## config.mk

```make
export PLATFORM = sky130hd
export DESIGN_NAME = acp_burst_writer_flat
export DESIGN_NICKNAME = d
export VERILOG_FILES = /design/src/rtl/acp_pkg.sv /design/src/rtl/acp_burst_writer_if.sv /design/src/rtl/acp_burst_writer.sv /design/src/flat_wrapper.sv
export SDC_FILE = /design/constraint.sdc
export NUM_CORES = 1
export LEC_CHECK = 0
export CORE_ASPECT_RATIO = 1.5
export CORE_MARGIN = 2
export CORE_UTILIZATION = 35
export CTS_CLUSTER_DIAMETER = 30
export DETAILED_ROUTE_END_ITERATION = 12
export GPL_TIMING_DRIVEN = 0
export PLACE_DENSITY_LB_ADDON = 0.12
export SLEW_MARGIN = 20
export SYNTH_ARGS = -nofsm -noshare
export SYNTH_HDL_FRONTEND = slang
export SYNTH_SLANG_ARGS = --single-unit
```

## constraint.sdc

```tcl
create_clock -name clk -period 4.1 [get_ports clk]
set_clock_uncertainty 0.2 [all_clocks]
set_input_delay 0.82 -clock clk [delete_from_list [all_inputs] [get_ports clk]]
set_output_delay 0.82 -clock clk [all_outputs]
set_load 0.01 [all_outputs]
```

## src/rtl/acp_pkg.sv

```systemverilog
// Shared AXI constants, FSM state type and burst-length helper for the ACP burst writer.
package acp_pkg;

    typedef enum logic [2:0] {
        IDLE = 3'd0,
        ADDR = 3'd1,
        DATA = 3'd2,
        RESP = 3'd3,
        FIN  = 3'd4
    } acp_state_e;

    localparam logic [2:0] SIZE_64B   = 3'd3;
    localparam logic [1:0] BURST_INCR = 2'b01;
    localparam logic [3:0] ACP_CACHE  = 4'b1111;
    localparam logic [4:0] ACP_USER   = 5'b00001;
    localparam logic [1:0] RESP_OKAY  = 2'b00;

    // AWLEN for the next burst: a full burst while enough words remain, else the tail.
    function automatic logic [7:0] burst_awlen(input logic [31:0] remaining,
                                               input int unsigned burst_len);
        if (remaining >= burst_len) return 8'(burst_len - 1);
        return 8'(remaining - 32'd1);
    endfunction

endpackage

```

## src/rtl/acp_burst_writer_if.sv

```systemverilog
// AXI3 write-channel bundle between the burst writer (master) and the ACP port (slave).
interface acp_burst_writer_if;
    logic [31:0] M_AXI_AWADDR;
    logic [7:0]  M_AXI_AWLEN;
    logic [2:0]  M_AXI_AWSIZE;
    logic [1:0]  M_AXI_AWBURST;
    logic [3:0]  M_AXI_AWCACHE;
    logic [4:0]  M_AXI_AWUSER;
    logic [2:0]  M_AXI_AWPROT;
    logic        M_AXI_AWVALID;
    logic        M_AXI_AWREADY;
    logic [63:0] M_AXI_WDATA;
    logic [7:0]  M_AXI_WSTRB;
    logic        M_AXI_WLAST;
    logic        M_AXI_WVALID;
    logic        M_AXI_WREADY;
    logic [1:0]  M_AXI_BRESP;
    logic        M_AXI_BVALID;
    logic        M_AXI_BREADY;

    modport master (
        output M_AXI_AWADDR, M_AXI_AWLEN, M_AXI_AWSIZE, M_AXI_AWBURST, M_AXI_AWCACHE,
               M_AXI_AWUSER, M_AXI_AWPROT, M_AXI_AWVALID,
               M_AXI_WDATA, M_AXI_WSTRB, M_AXI_WLAST, M_AXI_WVALID, M_AXI_BREADY,
        input  M_AXI_AWREADY, M_AXI_WREADY, M_AXI_BRESP, M_AXI_BVALID
    );

    modport slave (
        input  M_AXI_AWADDR, M_AXI_AWLEN, M_AXI_AWSIZE, M_AXI_AWBURST, M_AXI_AWCACHE,
               M_AXI_AWUSER, M_AXI_AWPROT, M_AXI_AWVALID,
               M_AXI_WDATA, M_AXI_WSTRB, M_AXI_WLAST, M_AXI_WVALID, M_AXI_BREADY,
        output M_AXI_AWREADY, M_AXI_WREADY, M_AXI_BRESP, M_AXI_BVALID
    );
endinterface

```

## src/rtl/acp_burst_writer.sv

```systemverilog
// Streams num_words 64-bit words into DDR over the ACP port as a chain of INCR bursts,
// one burst outstanding at a time.
module acp_burst_writer
    import acp_pkg::*;
#(
    parameter int BURST_LEN = 16,
    parameter int LEN_W     = 16
) (
    input  logic               clk,
    input  logic               rst_n,
    input  logic               start,
    input  logic [31:0]        base_addr,
    input  logic [LEN_W-1:0]   num_words,
    output logic               busy,
    output logic               done,
    output logic               err,
    input  logic [63:0]        s_tdata,
    input  logic               s_tvalid,
    output logic               s_tready,
    acp_burst_writer_if.master m_axi,
    output acp_state_e         dbg_state
);

    // Every channel transfers on the cycle where valid && ready; a raised valid and its
    // payload are held until that cycle. The W channel is a pure pass-through of the stream.

    acp_state_e       state_q, state_d;
    logic [31:0]      addr_q, addr_d;
    logic [LEN_W-1:0] remaining_q, remaining_d;
    logic [7:0]       awlen_q, awlen_d;
    logic [7:0]       beat_q, beat_d;
    logic             busy_q, busy_d;
    logic             done_q, done_d;
    logic             err_q, err_d;
    logic             awvalid_q, awvalid_d;
    logic             bready_q, bready_d;

    logic [8:0]       beats;
    logic             in_data;
    logic             last_beat;

    assign beats     = {1'b0, awlen_q} + 9'd1;
    assign in_data   = (state_q == DATA);
    assign last_beat = (beat_q == awlen_q);

    always_comb begin
        state_d     = state_q;
        addr_d      = addr_q;
        remaining_d = remaining_q;
        awlen_d     = awlen_q;
        beat_d      = beat_q;
        err_d       = err_q;
        done_d      = 1'b0;

        case (state_q)
            IDLE: begin
                if (start) begin
                    addr_d      = base_addr;
                    remaining_d = num_words;
                    awlen_d     = burst_awlen(32'(num_words), BURST_LEN);
                    beat_d      = 8'd0;
                    err_d       = 1'b0;
                    state_d     = (num_words == '0) ? FIN : ADDR;
                end
            end
            ADDR: begin
                if (m_axi.M_AXI_AWREADY) state_d = DATA;
            end
            DATA: begin
                if (s_tvalid && m_axi.M_AXI_WREADY) begin
                    if (last_beat) begin
                        beat_d  = 8'd0;
                        state_d = RESP;
                    end else begin
                        beat_d = beat_q + 8'd1;
                    end
                end
            end
            RESP: begin
                if (m_axi.M_AXI_BVALID) begin
                    if (m_axi.M_AXI_BRESP != RESP_OKAY) err_d = 1'b1;
                    addr_d      = addr_q + {20'd0, beats, 3'd0};
                    remaining_d = remaining_q - LEN_W'(beats);
                    awlen_d     = burst_awlen(32'(remaining_d), BURST_LEN);
                    state_d     = (remaining_d != '0) ? ADDR : FIN;
                end
            end
            FIN: begin
                done_d  = 1'b1;
                state_d = IDLE;
            end
            default: state_d = IDLE;
        endcase

        // Control outputs are registered from the next state so they align with it.
        busy_d    = (state_d != IDLE);
        awvalid_d = (state_d == ADDR);
        bready_d  = (state_d == RESP);
    end

    always_ff @(posedge clk or negedge rst_n) begin
        if (!rst_n) begin
            state_q     <= IDLE;
            addr_q      <= 32'd0;
            remaining_q <= '0;
            awlen_q     <= 8'd0;
            beat_q      <= 8'd0;
            busy_q      <= 1'b0;
            done_q      <= 1'b0;
            err_q       <= 1'b0;
            awvalid_q   <= 1'b0;
            bready_q    <= 1'b0;
        end else begin
            state_q     <= state_d;
            addr_q      <= addr_d;
            remaining_q <= remaining_d;
            awlen_q     <= awlen_d;
            beat_q      <= beat_d;
            busy_q      <= busy_d;
            done_q      <= done_d;
            err_q       <= err_d;
            awvalid_q   <= awvalid_d;
            bready_q    <= bready_d;
        end
    end

    assign busy      = busy_q;
    assign done      = done_q;
    assign err       = err_q;
    assign dbg_state = state_q;
    assign s_tready  = in_data && m_axi.M_AXI_WREADY;

    assign m_axi.M_AXI_AWADDR  = addr_q;
    assign m_axi.M_AXI_AWLEN   = awlen_q;
    assign m_axi.M_AXI_AWSIZE  = SIZE_64B;
    assign m_axi.M_AXI_AWBURST = BURST_INCR;
    assign m_axi.M_AXI_AWCACHE = ACP_CACHE;
    assign m_axi.M_AXI_AWUSER  = ACP_USER;
    assign m_axi.M_AXI_AWPROT  = 3'd0;
    assign m_axi.M_AXI_AWVALID = awvalid_q;
    assign m_axi.M_AXI_WDATA   = in_data ? s_tdata : 64'd0;
    assign m_axi.M_AXI_WSTRB   = in_data ? 8'hFF : 8'h00;
    assign m_axi.M_AXI_WLAST   = in_data && last_beat;
    assign m_axi.M_AXI_WVALID  = in_data && s_tvalid;
    assign m_axi.M_AXI_BREADY  = bready_q;

endmodule

```

## src/flat_wrapper.sv

```systemverilog
// flat-port wrapper written by rule: the top's interface ports become plain ports
module acp_burst_writer_flat import acp_pkg::*;
#(
    parameter int BURST_LEN = 16,
    parameter int LEN_W     = 16
)
  (clk, rst_n, start, base_addr, num_words, busy, done, err, s_tdata, s_tvalid, s_tready, dbg_state, m_axi_M_AXI_AWADDR, m_axi_M_AXI_AWLEN, m_axi_M_AXI_AWSIZE, m_axi_M_AXI_AWBURST, m_axi_M_AXI_AWCACHE, m_axi_M_AXI_AWUSER, m_axi_M_AXI_AWPROT, m_axi_M_AXI_AWVALID, m_axi_M_AXI_WDATA, m_axi_M_AXI_WSTRB, m_axi_M_AXI_WLAST, m_axi_M_AXI_WVALID, m_axi_M_AXI_BREADY, m_axi_M_AXI_AWREADY, m_axi_M_AXI_WREADY, m_axi_M_AXI_BRESP, m_axi_M_AXI_BVALID);
  acp_burst_writer_if m_axi_i ();
  input  logic clk;
  input  logic rst_n;
  input  logic start;
  input  logic [31:0] base_addr;
  input  logic [LEN_W-1:0] num_words;
  output logic busy;
  output logic done;
  output logic err;
  input  logic [63:0] s_tdata;
  input  logic s_tvalid;
  output logic s_tready;
  output acp_state_e dbg_state;
  output wire logic [$bits(m_axi_i.M_AXI_AWADDR)-1:0] m_axi_M_AXI_AWADDR;
  output wire logic [$bits(m_axi_i.M_AXI_AWLEN)-1:0] m_axi_M_AXI_AWLEN;
  output wire logic [$bits(m_axi_i.M_AXI_AWSIZE)-1:0] m_axi_M_AXI_AWSIZE;
  output wire logic [$bits(m_axi_i.M_AXI_AWBURST)-1:0] m_axi_M_AXI_AWBURST;
  output wire logic [$bits(m_axi_i.M_AXI_AWCACHE)-1:0] m_axi_M_AXI_AWCACHE;
  output wire logic [$bits(m_axi_i.M_AXI_AWUSER)-1:0] m_axi_M_AXI_AWUSER;
  output wire logic [$bits(m_axi_i.M_AXI_AWPROT)-1:0] m_axi_M_AXI_AWPROT;
  output wire logic [$bits(m_axi_i.M_AXI_AWVALID)-1:0] m_axi_M_AXI_AWVALID;
  output wire logic [$bits(m_axi_i.M_AXI_WDATA)-1:0] m_axi_M_AXI_WDATA;
  output wire logic [$bits(m_axi_i.M_AXI_WSTRB)-1:0] m_axi_M_AXI_WSTRB;
  output wire logic [$bits(m_axi_i.M_AXI_WLAST)-1:0] m_axi_M_AXI_WLAST;
  output wire logic [$bits(m_axi_i.M_AXI_WVALID)-1:0] m_axi_M_AXI_WVALID;
  output wire logic [$bits(m_axi_i.M_AXI_BREADY)-1:0] m_axi_M_AXI_BREADY;
  input wire logic [$bits(m_axi_i.M_AXI_AWREADY)-1:0] m_axi_M_AXI_AWREADY;
  input wire logic [$bits(m_axi_i.M_AXI_WREADY)-1:0] m_axi_M_AXI_WREADY;
  input wire logic [$bits(m_axi_i.M_AXI_BRESP)-1:0] m_axi_M_AXI_BRESP;
  input wire logic [$bits(m_axi_i.M_AXI_BVALID)-1:0] m_axi_M_AXI_BVALID;
  assign m_axi_M_AXI_AWADDR = m_axi_i.M_AXI_AWADDR;
  assign m_axi_M_AXI_AWLEN = m_axi_i.M_AXI_AWLEN;
  assign m_axi_M_AXI_AWSIZE = m_axi_i.M_AXI_AWSIZE;
  assign m_axi_M_AXI_AWBURST = m_axi_i.M_AXI_AWBURST;
  assign m_axi_M_AXI_AWCACHE = m_axi_i.M_AXI_AWCACHE;
  assign m_axi_M_AXI_AWUSER = m_axi_i.M_AXI_AWUSER;
  assign m_axi_M_AXI_AWPROT = m_axi_i.M_AXI_AWPROT;
  assign m_axi_M_AXI_AWVALID = m_axi_i.M_AXI_AWVALID;
  assign m_axi_M_AXI_WDATA = m_axi_i.M_AXI_WDATA;
  assign m_axi_M_AXI_WSTRB = m_axi_i.M_AXI_WSTRB;
  assign m_axi_M_AXI_WLAST = m_axi_i.M_AXI_WLAST;
  assign m_axi_M_AXI_WVALID = m_axi_i.M_AXI_WVALID;
  assign m_axi_M_AXI_BREADY = m_axi_i.M_AXI_BREADY;
  assign m_axi_i.M_AXI_AWREADY = m_axi_M_AXI_AWREADY;
  assign m_axi_i.M_AXI_WREADY = m_axi_M_AXI_WREADY;
  assign m_axi_i.M_AXI_BRESP = m_axi_M_AXI_BRESP;
  assign m_axi_i.M_AXI_BVALID = m_axi_M_AXI_BVALID;
  acp_burst_writer #(.BURST_LEN(BURST_LEN), .LEN_W(LEN_W)) u_core (.clk(clk), .rst_n(rst_n), .start(start), .base_addr(base_addr), .num_words(num_words), .busy(busy), .done(done), .err(err), .s_tdata(s_tdata), .s_tvalid(s_tvalid), .s_tready(s_tready), .m_axi(m_axi_i), .dbg_state(dbg_state));
endmodule
```

==> flow_metrics.tcl <==
set metrics [dict create \
    power.density_nw_per_um2 681 \
    setup_viol 0 \
    grt_usage_pct 24.9 \
    tritoncts "built" \
    leakage_nw 3.71 \
    period_share_pct 95.6 \
    fmax_mhz 255 \
    path_buf_inv 1 \
    path_clk_slew_ps 70 \
    clockBufferDepth 2 \
    use_met2_pct 42.3 \
    setup-tns-final_ps 0 \
    grt_max_degree 42 \
    critPathTopFamily "simple AND/OR/NAND/NOR gates" \
    fin_ws_ps 182 \
    diodes 0 \
    routed_wl_um 22200 \
    arrival_ps 3940 \
    die_w_um 108 \
    total_power_mw 6.08 \
    numClockSinks 72 \
    worst_ep_required_time_ps 4120 \
    root_buffer "clkbuf_16" \
    synthFlopType "dfrtp_1" \
    synth-seq-cells 72 \
    period_needed_ps 3920 \
    grt_overflow_total 0 \
    synth.yosys.warnings 0 \
    route.detailed.drc 0 \
    slew_viol_final 0 \
    dp_slack_ps -377 \
    synth_cell_types 64 \
    r2r_end "u_core.m_axi.M_AXI_AWVALID" \
    cts_made_buffers 9 \
    cp_max_fo 6 \
    drt-wirelength-per-cell_um 18.7 \
    gr-max-usage-layer "met2" \
    yosysSeqAreaShare_pct 31.7 \
    portBuffers 243 \
    hold_viol_final 0 \
    io_pins 261 \
    synthCells 703 \
    synth_edf_count 0 \
    critPathKind "reg -> reg" \
    ant_nets 0 \
    layout.cells.most_common "clkdlybuf4s50_1" \
    drive_above_1_share_pct 8.26 \
    dpl.hpwl_um 17000 \
    grt_pass1_vias 6112 \
    cp_cell_sequence "and3_1 -> nand3_1 -> nor2_1 -> xor2_2 -> inv_1 -> ha_1 -> a211oi_1 -> a22oi_4 -> nor4_4 -> xnor2_1 -> nand4_2 -> or4_4 -> and3_1" \
    grt_pass1_wl_um 33300 \
    nets 1121 \
    clock_latency_ps 340 \
    slowest_stage "or4_4" \
    cp-start-kind "register" \
    avgSynthCellArea_um2 8.09 \
    worstMarginPinSlew_ps 878 \
    status "complete, no violations" \
    r2r_start "u_core.m_axi.M_AXI_AWLEN[4]" \
    final_cell_mix "242 x clkdlybuf4s50_1, 69 x dfrtp_1, 68 x nand2_1, 68 x and2_1, 48 x o21ai_0" \
    endpoint_kind "register" \
    grt_use_met3_pct 4.94 \
    min_path_type "in -> async" \
    h-tree-depth 3 \
    antenna_found_initial 0 \
    maxSlewHeadroom_pct 41.4 \
    firstDrtPassIters 5 \
    dieArea_um2 17300 \
    core-area_um2 16000 \
    drv_cap 0 \
    cp_slowest_stage_delay_ps 590 \
    use_met1_pct 31.4 \
    async_flop_share_pct 100 \
    ir_drop_uv 419 \
    reg2regPathDepth 13 \
    viasPerCell 5.24 \
    vias 6218 \
    synthesis.area_um2 5690 \
    place_congestion 0.857 \
    path_common_cell "and3_1" \
    num_rows 57 \
    die_y_um 160 \
    drtIter0Drc 414 \
    area_delta_synth_final_pct 56.9 \
    start_util_pct 35.4 \
    reg2reg_slack_ps 180 \
]
timing repair:
item                                    4_1_cts  5_1_grt
pin swaps                                     2        4
hold buffers                                  0        0
endpoints found under the setup margin       30       13
gates cloned                                  0        0
gates resized for setup                      11        7
buffers inserted                              2        3
Yosys cell counts (5+ instances only):
library cell | instances | area (µm²)
clkbuf_1 | 36 | 135
nand2b_1 | 7 | 43.8
nor4_1 | 7 | 43.8
xnor2_1 | 16 | 140
dfrtp_1 | 72 | 1800
a211oi_1 | 11 | 82.6
ha_1 | 22 | 275
buf_4 | 25 | 188
a31oi_1 | 9 | 56.3
and3_1 | 22 | 138
nor3_1 | 15 | 75.1
a311oi_1 | 7 | 61.3
and2_1 | 69 | 432
xor2_1 | 18 | 158
nand3_1 | 35 | 175
nor2_1 | 43 | 161
a21oi_1 | 41 | 205
or3_1 | 8 | 50.1
inv_1 | 23 | 86.3
nand2_1 | 68 | 255
a2bb2oi_1 | 5 | 43.8
o21ai_0 | 49 | 245
a21o_1 | 6 | 45.0
nor3b_1 | 7 | 52.6
nand4_1 | 6 | 37.5
cell type report:
cell class              count  area (µm²)
plain buffers              63         342
clock buffers              10         239
clock inverters             6         115
fillers                  1492        7120
inverters                  23        86.3
multi-input cells         558        3580
flip-flops and latches     72        1810
well taps                 206         258
repair buffers            249        2490
logic make-up (layout without fill, tap and decap cells):
kind of cell,Yosys count,in the layout,share of synthesized area (%)
AOI/OAI and AO/OA,179,179,21.1
xor gates and xnor gates,34,34,5.24
adders and majority gates,24,24,5.54
buffers and inverters,88,351,7.65
DFF,72,72,31.7
muxes,4,4,0.704
other,2,17,0.132
and+or+nand+nor,300,300,27.9
power breakdown:
part / internal, mW / switching (mW) / total, mW / leakage, nW
clock: 0.615 / 0.343 / 0.958 / 0.169
combinational: 1.84 / 1.99 / 3.83 / 2.67
sequential: 0.984 / 0.305 / 1.29 / 0.866
state kept, by name, summed over array words and instances (netlist names), 3 cells and up:
signal / flops
u_core.m_axi.M_AXI_AWADDR: 32
u_core.beat_q: 8
u_core.m_axi.M_AXI_AWLEN: 8
u_core.dbg_state: 3
u_core.remaining_q: 16
metal layers:
metal  share of wire, %  wire (µm)
met5                  0          0
met4                2.3        512
met3                6.2       1380
met2                 50      11000
met1                 42       9270
how the worst max path moves through the flow:
stage / from / endpoint / slack [ps] / depth (start not counted)
2_1_floorplan: u_core.m_axi.M_AXI_AWLEN[1] / u_core.m_axi.M_AXI_AWVALID / 360 / 14
3_3_place_gp: rst_n / u_core.beat_q[0] / -870 / 1
3_5_place_dp: u_core.m_axi.M_AXI_AWLEN[0] / u_core.m_axi.M_AXI_AWLEN[2] / -380 / 14
4_1_cts: u_core.m_axi.M_AXI_AWLEN[0] / u_core.m_axi.M_AXI_AWVALID / 30 / 14
5_1_grt: u_core.m_axi.M_AXI_AWLEN[0] / u_core.m_axi.M_AXI_AWVALID / -0.4 / 14
6_report: u_core.m_axi.M_AXI_AWLEN[4] / u_core.m_axi.M_AXI_AWVALID / 180 / 13
stage by stage:
stage / cells / area [µm²] / utilization, % / hold WS (ps)
final: 1187 / 8920 / 55.6 / 241
after global routing: 1187 / 8920 / 55.6 / 278
after CTS: 1184 / 8880 / 55.4 / 266
after detailed placement: 1168 / 8460 / 52.7 / 270
after global placement: 1167 / 8430 / 52.6 / 259
after floorplan: 718 / 5740 / - / 256
(Power assumes the default switching activity.)
==> patch 1, RTL diff (same flow settings) <==
Make the reset (`rst_n`) synchronous in one clocked block.
--- a/src/rtl/acp_burst_writer.sv
+++ b/src/rtl/acp_burst_writer.sv
@@ -98,7 +98,7 @@
         bready_d  = (state_d == RESP);
     end
 
-    always_ff @(posedge clk or negedge rst_n) begin
+    always_ff @(posedge clk) begin
         if (!rst_n) begin
             state_q     <= IDLE;
             addr_q      <= 32'd0;
Check against the original RTL: differs if rst_n is asserted again (counterexample within 4 cycles, from zero or initial values and one cycle with rst_n low); with rst_n held inactive, the same outputs for 4 cycles.
==> patch 1 against the original RTL <==
  * Sequential cell count did not move
  * Maximum frequency shrank 1.1%
  * Routed wire length is 31% higher
  * Core utilization shrank 0.49 points
  * Cell area up 0.45%
  * Via count rose by 15%
  * Largest cell class unchanged
  * First-iteration DRC count rose by 60%
  * Setup slack got worse by 0.042 ns
  * Highest routed layer unchanged
  * Synthesized area rose by 2.2%
Power is not compared: it rests on default switching activity, and its combinational part moved more than twofold at a synthesized area within 25%.
==> patch 1: results (changes against the original RTL) <==
* Outcome: finished, final reports clean (unchanged)
* Total of plain and repair buffers excluding clock buffers at 316 (was 312)
* Weighted congestion reported at the end of routability-driven placement at 0.937 (was 0.857)
* Max FO, Critical Path at 9 (was 6)
* Number of clock buffer instances in the layout at 9 (was 10)
* Fill cell total of the finished layout at 1,596 (was 1,492)
* Worst slew margin relative to its limit at 45.5% (was 41.4%)
* Fraction of met2 tracks used by global routing at 57.3% (was 42.3%)
* Wire length of the first global-routing pass at 42,000 um (was 33,300 um)
* Worst min-delay path category: reg2reg (was in2async)
* Placement-stage cell area at 8560 um^2 (was 8460 um^2)
* Mux contribution to synthesized area at 0.344% (was 0.704%)
* Most common library cells after synthesis: 89 x sky130_fd_sc_hd__nand2_1, 77 x sky130_fd_sc_hd__and2_1, 72 x sky130_fd_sc_hd__dfxtp_1 (was 72 x sky130_fd_sc_hd__dfrtp_1, 69 x sky130_fd_sc_hd__and2_1, 68 x sky130_fd_sc_hd__nand2_1)
* Non-Clock Inverter Count at 22 (was 23)
* Critical path endpoint: u_core.m_axi.M_AXI_AWLEN[2] (was u_core.m_axi.M_AXI_AWVALID)
* First-pass iteration count of the detailed router at 8 (was 5)
* Synth area leaders: sky130_fd_sc_hd__dfxtp_1 25%, sky130_fd_sc_hd__and2_1 8.3%, sky130_fd_sc_hd__nand2_1 5.7% (was sky130_fd_sc_hd__dfrtp_1 32%, sky130_fd_sc_hd__and2_1 7.6%, sky130_fd_sc_hd__ha_1 4.8%)
* Compound-cell area share of the yosys netlist at 22.2% (was 21.1%)
* Via count of the first global-routing pass at 6,994 (was 6,112)
* Asr flop ratio synth at 0% (was 100%)
* Sequential cell area at 1450 um^2 (was 1810 um^2)
* Worst reg-to-reg setup slack at 0.14 ns (was 0.18 ns)
* Pin count of the biggest net entering global routing at 18 (was 42)
* Pre-CTS setup slack at -0.363 ns (was -0.377 ns)
* Most repeated cell in the gate-level netlist after synthesis: sky130_fd_sc_hd__nand2_1 (was sky130_fd_sc_hd__dfrtp_1)
* First element of the critical path: u_core.m_axi.M_AXI_AWLEN[0] (was u_core.m_axi.M_AXI_AWLEN[4])
* Fraction of area in multi-input gates at 44.8% (was 40.2%)
* R2R Path Start: u_core.m_axi.M_AXI_AWLEN[0] (was u_core.m_axi.M_AXI_AWLEN[4])
* Count of cells resized by post-cts repair at 5 (was 11)
* WP data arrival at 3.95 ns (was 3.94 ns)
* Relative area of non-clock buffer cells in the final design at 31.8% (about the same)
* Length in cells of the worst reg-to-reg path at 15 (was 13)
* Adder-cell share of the synthesized area at 5.43% (was 5.54%)
* Final Instance Count excl. Fillers at 1,272 (was 1,187)
* Min Clock Period, post-route at 3.96 ns (was 3.92 ns)
* Post-synthesis instance area at 5810 um^2 (was 5690 um^2)
* Final nets at 1,206 (was 1,121)
* Share of layout cells above drive strength 1 at 7.51% (was 8.26%)
-- patch 1: cell count changes after synthesis, moves of 7 or more --
cell	change
sky130_fd_sc_hd__nor2_1	+28
sky130_fd_sc_hd__and3_1	-7
sky130_fd_sc_hd__a21o_1	+7
sky130_fd_sc_hd__a311oi_1	+7
sky130_fd_sc_hd__dfrtp_1	-72
sky130_fd_sc_hd__dfxtp_1	+72
sky130_fd_sc_hd__and2_1	+8
sky130_fd_sc_hd__nand2_1	+21
sky130_fd_sc_hd__o21ai_0	-7
-- patch 1: power breakdown --
| group | leakage (nW) | switching, mW | internal [mW] | total, mW |
|---|---|---|---|---|
| combinational | 2.76 | 0.658 | 0.555 | 1.21 |
| sequential | 0.593 | 0.0776 | 0.759 | 0.837 |
| clock | 0.147 | 0.332 | 0.528 | 0.860 |
| total | 3.50 | 1.07 | 1.84 | 2.91 |
-- patch 1: routing by layer --
metal	part of all wire [%]	vias to the layer above
met1	36	3349
met4	2.6	0
met2	50	421
met5	0	-
li1	-	3331
met3	11	54
==> patch 2, RTL diff (same settings) <==
Without the edit above. `LEN_W` is set to 16 in 2 places; all go to 32.
--- a/src/rtl/acp_burst_writer.sv
+++ b/src/rtl/acp_burst_writer.sv
@@ -4,7 +4,7 @@
     import acp_pkg::*;
 #(
     parameter int BURST_LEN = 16,
-    parameter int LEN_W     = 16
+    parameter int LEN_W     = 32
 ) (
     input  logic               clk,
     input  logic               rst_n,
--- a/src/flat_wrapper.sv
+++ b/src/flat_wrapper.sv
@@ -2,7 +2,7 @@
 module acp_burst_writer_flat import acp_pkg::*;
 #(
     parameter int BURST_LEN = 16,
-    parameter int LEN_W     = 16
+    parameter int LEN_W     = 32
 )
   (clk, rst_n, start, base_addr, num_words, busy, done, err, s_tdata, s_tvalid, s_tready, dbg_state, m_axi_M_AXI_AWADDR, m_axi_M_AXI_AWLEN, m_axi_M_AXI_AWSIZE, m_axi_M_AXI_AWBURST, m_axi_M_AXI_AWCACHE, m_axi_M_AXI_AWUSER, m_axi_M_AXI_AWPROT, m_axi_M_AXI_AWVALID, m_axi_M_AXI_WDATA, m_axi_M_AXI_WSTRB, m_axi_M_AXI_WLAST, m_axi_M_AXI_WVALID, m_axi_M_AXI_BREADY, m_axi_M_AXI_AWREADY, m_axi_M_AXI_WREADY, m_axi_M_AXI_BRESP, m_axi_M_AXI_BVALID);
   acp_burst_writer_if m_axi_i ();
Ports: changed (resized num_words); port bits go from 261 to 277. No check against the original RTL was run, so the function may have changed too.
==> patch 2 against the original RTL <==
  * Synthesized cell count grew 32%
  * Routed wire length grew 60%
  * Power grew 27%
  * Global-route usage grew 7.1 points
  * Setup slack lost 0.099 ns
  * Cell area grew 22%
  * Synthesized area grew 27%
  * Sequential cell count grew 16
  * Largest power group unchanged
==> patch 2: results (changes against the original RTL) <==
* Total routed wire length on the met1 layer at 12,900 um (was 9270 um)
* Routed via count divided by cell count at 5.79 (was 5.24)
* Compound-cell area share of the yosys netlist at 23.1% (was 21.1%)
* Antenna violations before repair at 1 (was 0)
* Met1 Usage GRT at 38.1% (was 31.4%)
* Pin count of the biggest net entering global routing at 65 (was 42)
* Synth area leaders: sky130_fd_sc_hd__dfrtp_1 30%, sky130_fd_sc_hd__and2_1 6.1%, sky130_fd_sc_hd__nor2_1 4.9% (was sky130_fd_sc_hd__dfrtp_1 32%, sky130_fd_sc_hd__and2_1 7.6%, sky130_fd_sc_hd__ha_1 4.8%)
* Placement-stage cell area at 10,200 um^2 (was 8460 um^2)
* Most common library cells after synthesis: 94 x sky130_fd_sc_hd__nor2_1, 90 x sky130_fd_sc_hd__nand2_1, 88 x sky130_fd_sc_hd__dfrtp_1 (was 72 x sky130_fd_sc_hd__dfrtp_1, 69 x sky130_fd_sc_hd__and2_1, 68 x sky130_fd_sc_hd__nand2_1)
* Fill cell total of the finished layout at 2,008 (was 1,492)
* Pre-CTS setup slack at -0.942 ns (was -0.377 ns)
* Peak supply drop at 319 uV (was 419 uV)
* First-pass iteration count of the detailed router at 6 (was 5)
* Number of buffers added on ports at 259 (was 243)
* Total routing resource utilization after global routing at 32.0% (was 24.9%)
* Sequential cell area at 2210 um^2 (was 1810 um^2)
* Via count of the first global-routing pass at 8,611 (was 6,112)
* Wire length of the first global-routing pass at 52,000 um (was 33,300 um)
* Weighted congestion reported at the end of routability-driven placement at 0.996 (was 0.857)
* Sw Share at 49.6% (was 43.5%)
* Final HPWL DP at 27,900 um (was 17,000 um)
* Share of layout cells above drive strength 1 at 9.78% (was 8.26%)
* Outcome: finished, final reports clean (unchanged)
* Largest incremental delay on the critical path at 0.53 ns (was 0.59 ns)
* Drt wl/cell at 23.8 um (was 18.7 um)
* Total power divided by cell area at 707 nW/um^2 (was 681 nW/um^2)
* Fraction of met2 tracks used by global routing at 54.7% (was 42.3%)
* WL met2 at 17,500 um (was 11,000 um)
* XOR/XNOR Fraction of Synth Area at 4.60% (was 5.24%)
* Sequential area share after synthesis at 30.4% (was 31.7%)
* Number of different library cells in the post-synthesis netlist at 82 (was 64)
* Final nets at 1,383 (was 1,121)
* WL met3 at 3560 um (was 1380 um)
* Slowest stage cell, crit path: sky130_fd_sc_hd__or4_1 (was sky130_fd_sc_hd__or4_4)
* Final Instance Count excl. Fillers at 1,491 (was 1,187)
* WP data arrival at 4.00 ns (was 3.94 ns)
* Synthesized instance count at 927 (was 703)
* Adder-cell share of the synthesized area at 4.36% (was 5.54%)
* Global-route met3 utilization at 7.18% (was 4.94%)
* LEAKAGE at 4.28 nW (was 3.71 nW)
* Worst slew margin relative to its limit at 34.9% (was 41.4%)
-- patch 2: cell types whose count changed in the layout (fill, tap and decap cells not counted), moves of 10 or more --
| cell | change |
|---|---|
| sky130_fd_sc_hd__a21oi_1 | +20 |
| sky130_fd_sc_hd__and3_1 | -10 |
| sky130_fd_sc_hd__clkbuf_1 | +12 |
| sky130_fd_sc_hd__clkdlybuf4s50_1 | +16 |
| sky130_fd_sc_hd__dfrtp_1 | +15 |
| sky130_fd_sc_hd__nand2_1 | +21 |
| sky130_fd_sc_hd__nor2_1 | +48 |
| sky130_fd_sc_hd__nor3_1 | +10 |
| sky130_fd_sc_hd__nor4_1 | +11 |
| sky130_fd_sc_hd__o21ai_0 | +10 |
-- patch 2: cell type report --
type                    count  area share, %
inverters                  30           1.03
plain buffers              77           3.72
clock buffers              12           2.26
clock inverters             4          0.699
flip-flops and latches     88           20.2
well taps                 264           3.02
repair buffers            273           24.9
multi-input cells         743           44.1
-- patch 2: path summary, 6_finish.rpt --
path	startpoint	endpoint	slack, ns	cells past startpoint
worst min-delay path	rst_n	u_core.m_axi.M_AXI_AWADDR[20]	0.13	1
max in group asynchronous	rst_n	u_core.m_axi.M_AXI_AWLEN[2]	2.89	2
worst max-delay path	u_core.m_axi.M_AXI_AWLEN[4]	u_core.busy	0.08	13
worst max register to register	u_core.m_axi.M_AXI_AWLEN[4]	u_core.busy	0.08	13
min in group clk	u_core.m_axi.M_AXI_AWADDR[2]	u_core.m_axi.M_AXI_AWADDR[2]	0.29	2
worst min register to register	u_core.m_axi.M_AXI_AWADDR[2]	u_core.m_axi.M_AXI_AWADDR[2]	0.29	2
-- patch 2: timing repair --
item | 4_1_cts | 5_1_grt
gates resized for setup | 32 | 29
setup endpoints to repair | 46 | 50
pin swaps | 6 | 9
buffers inserted | 11 | 2
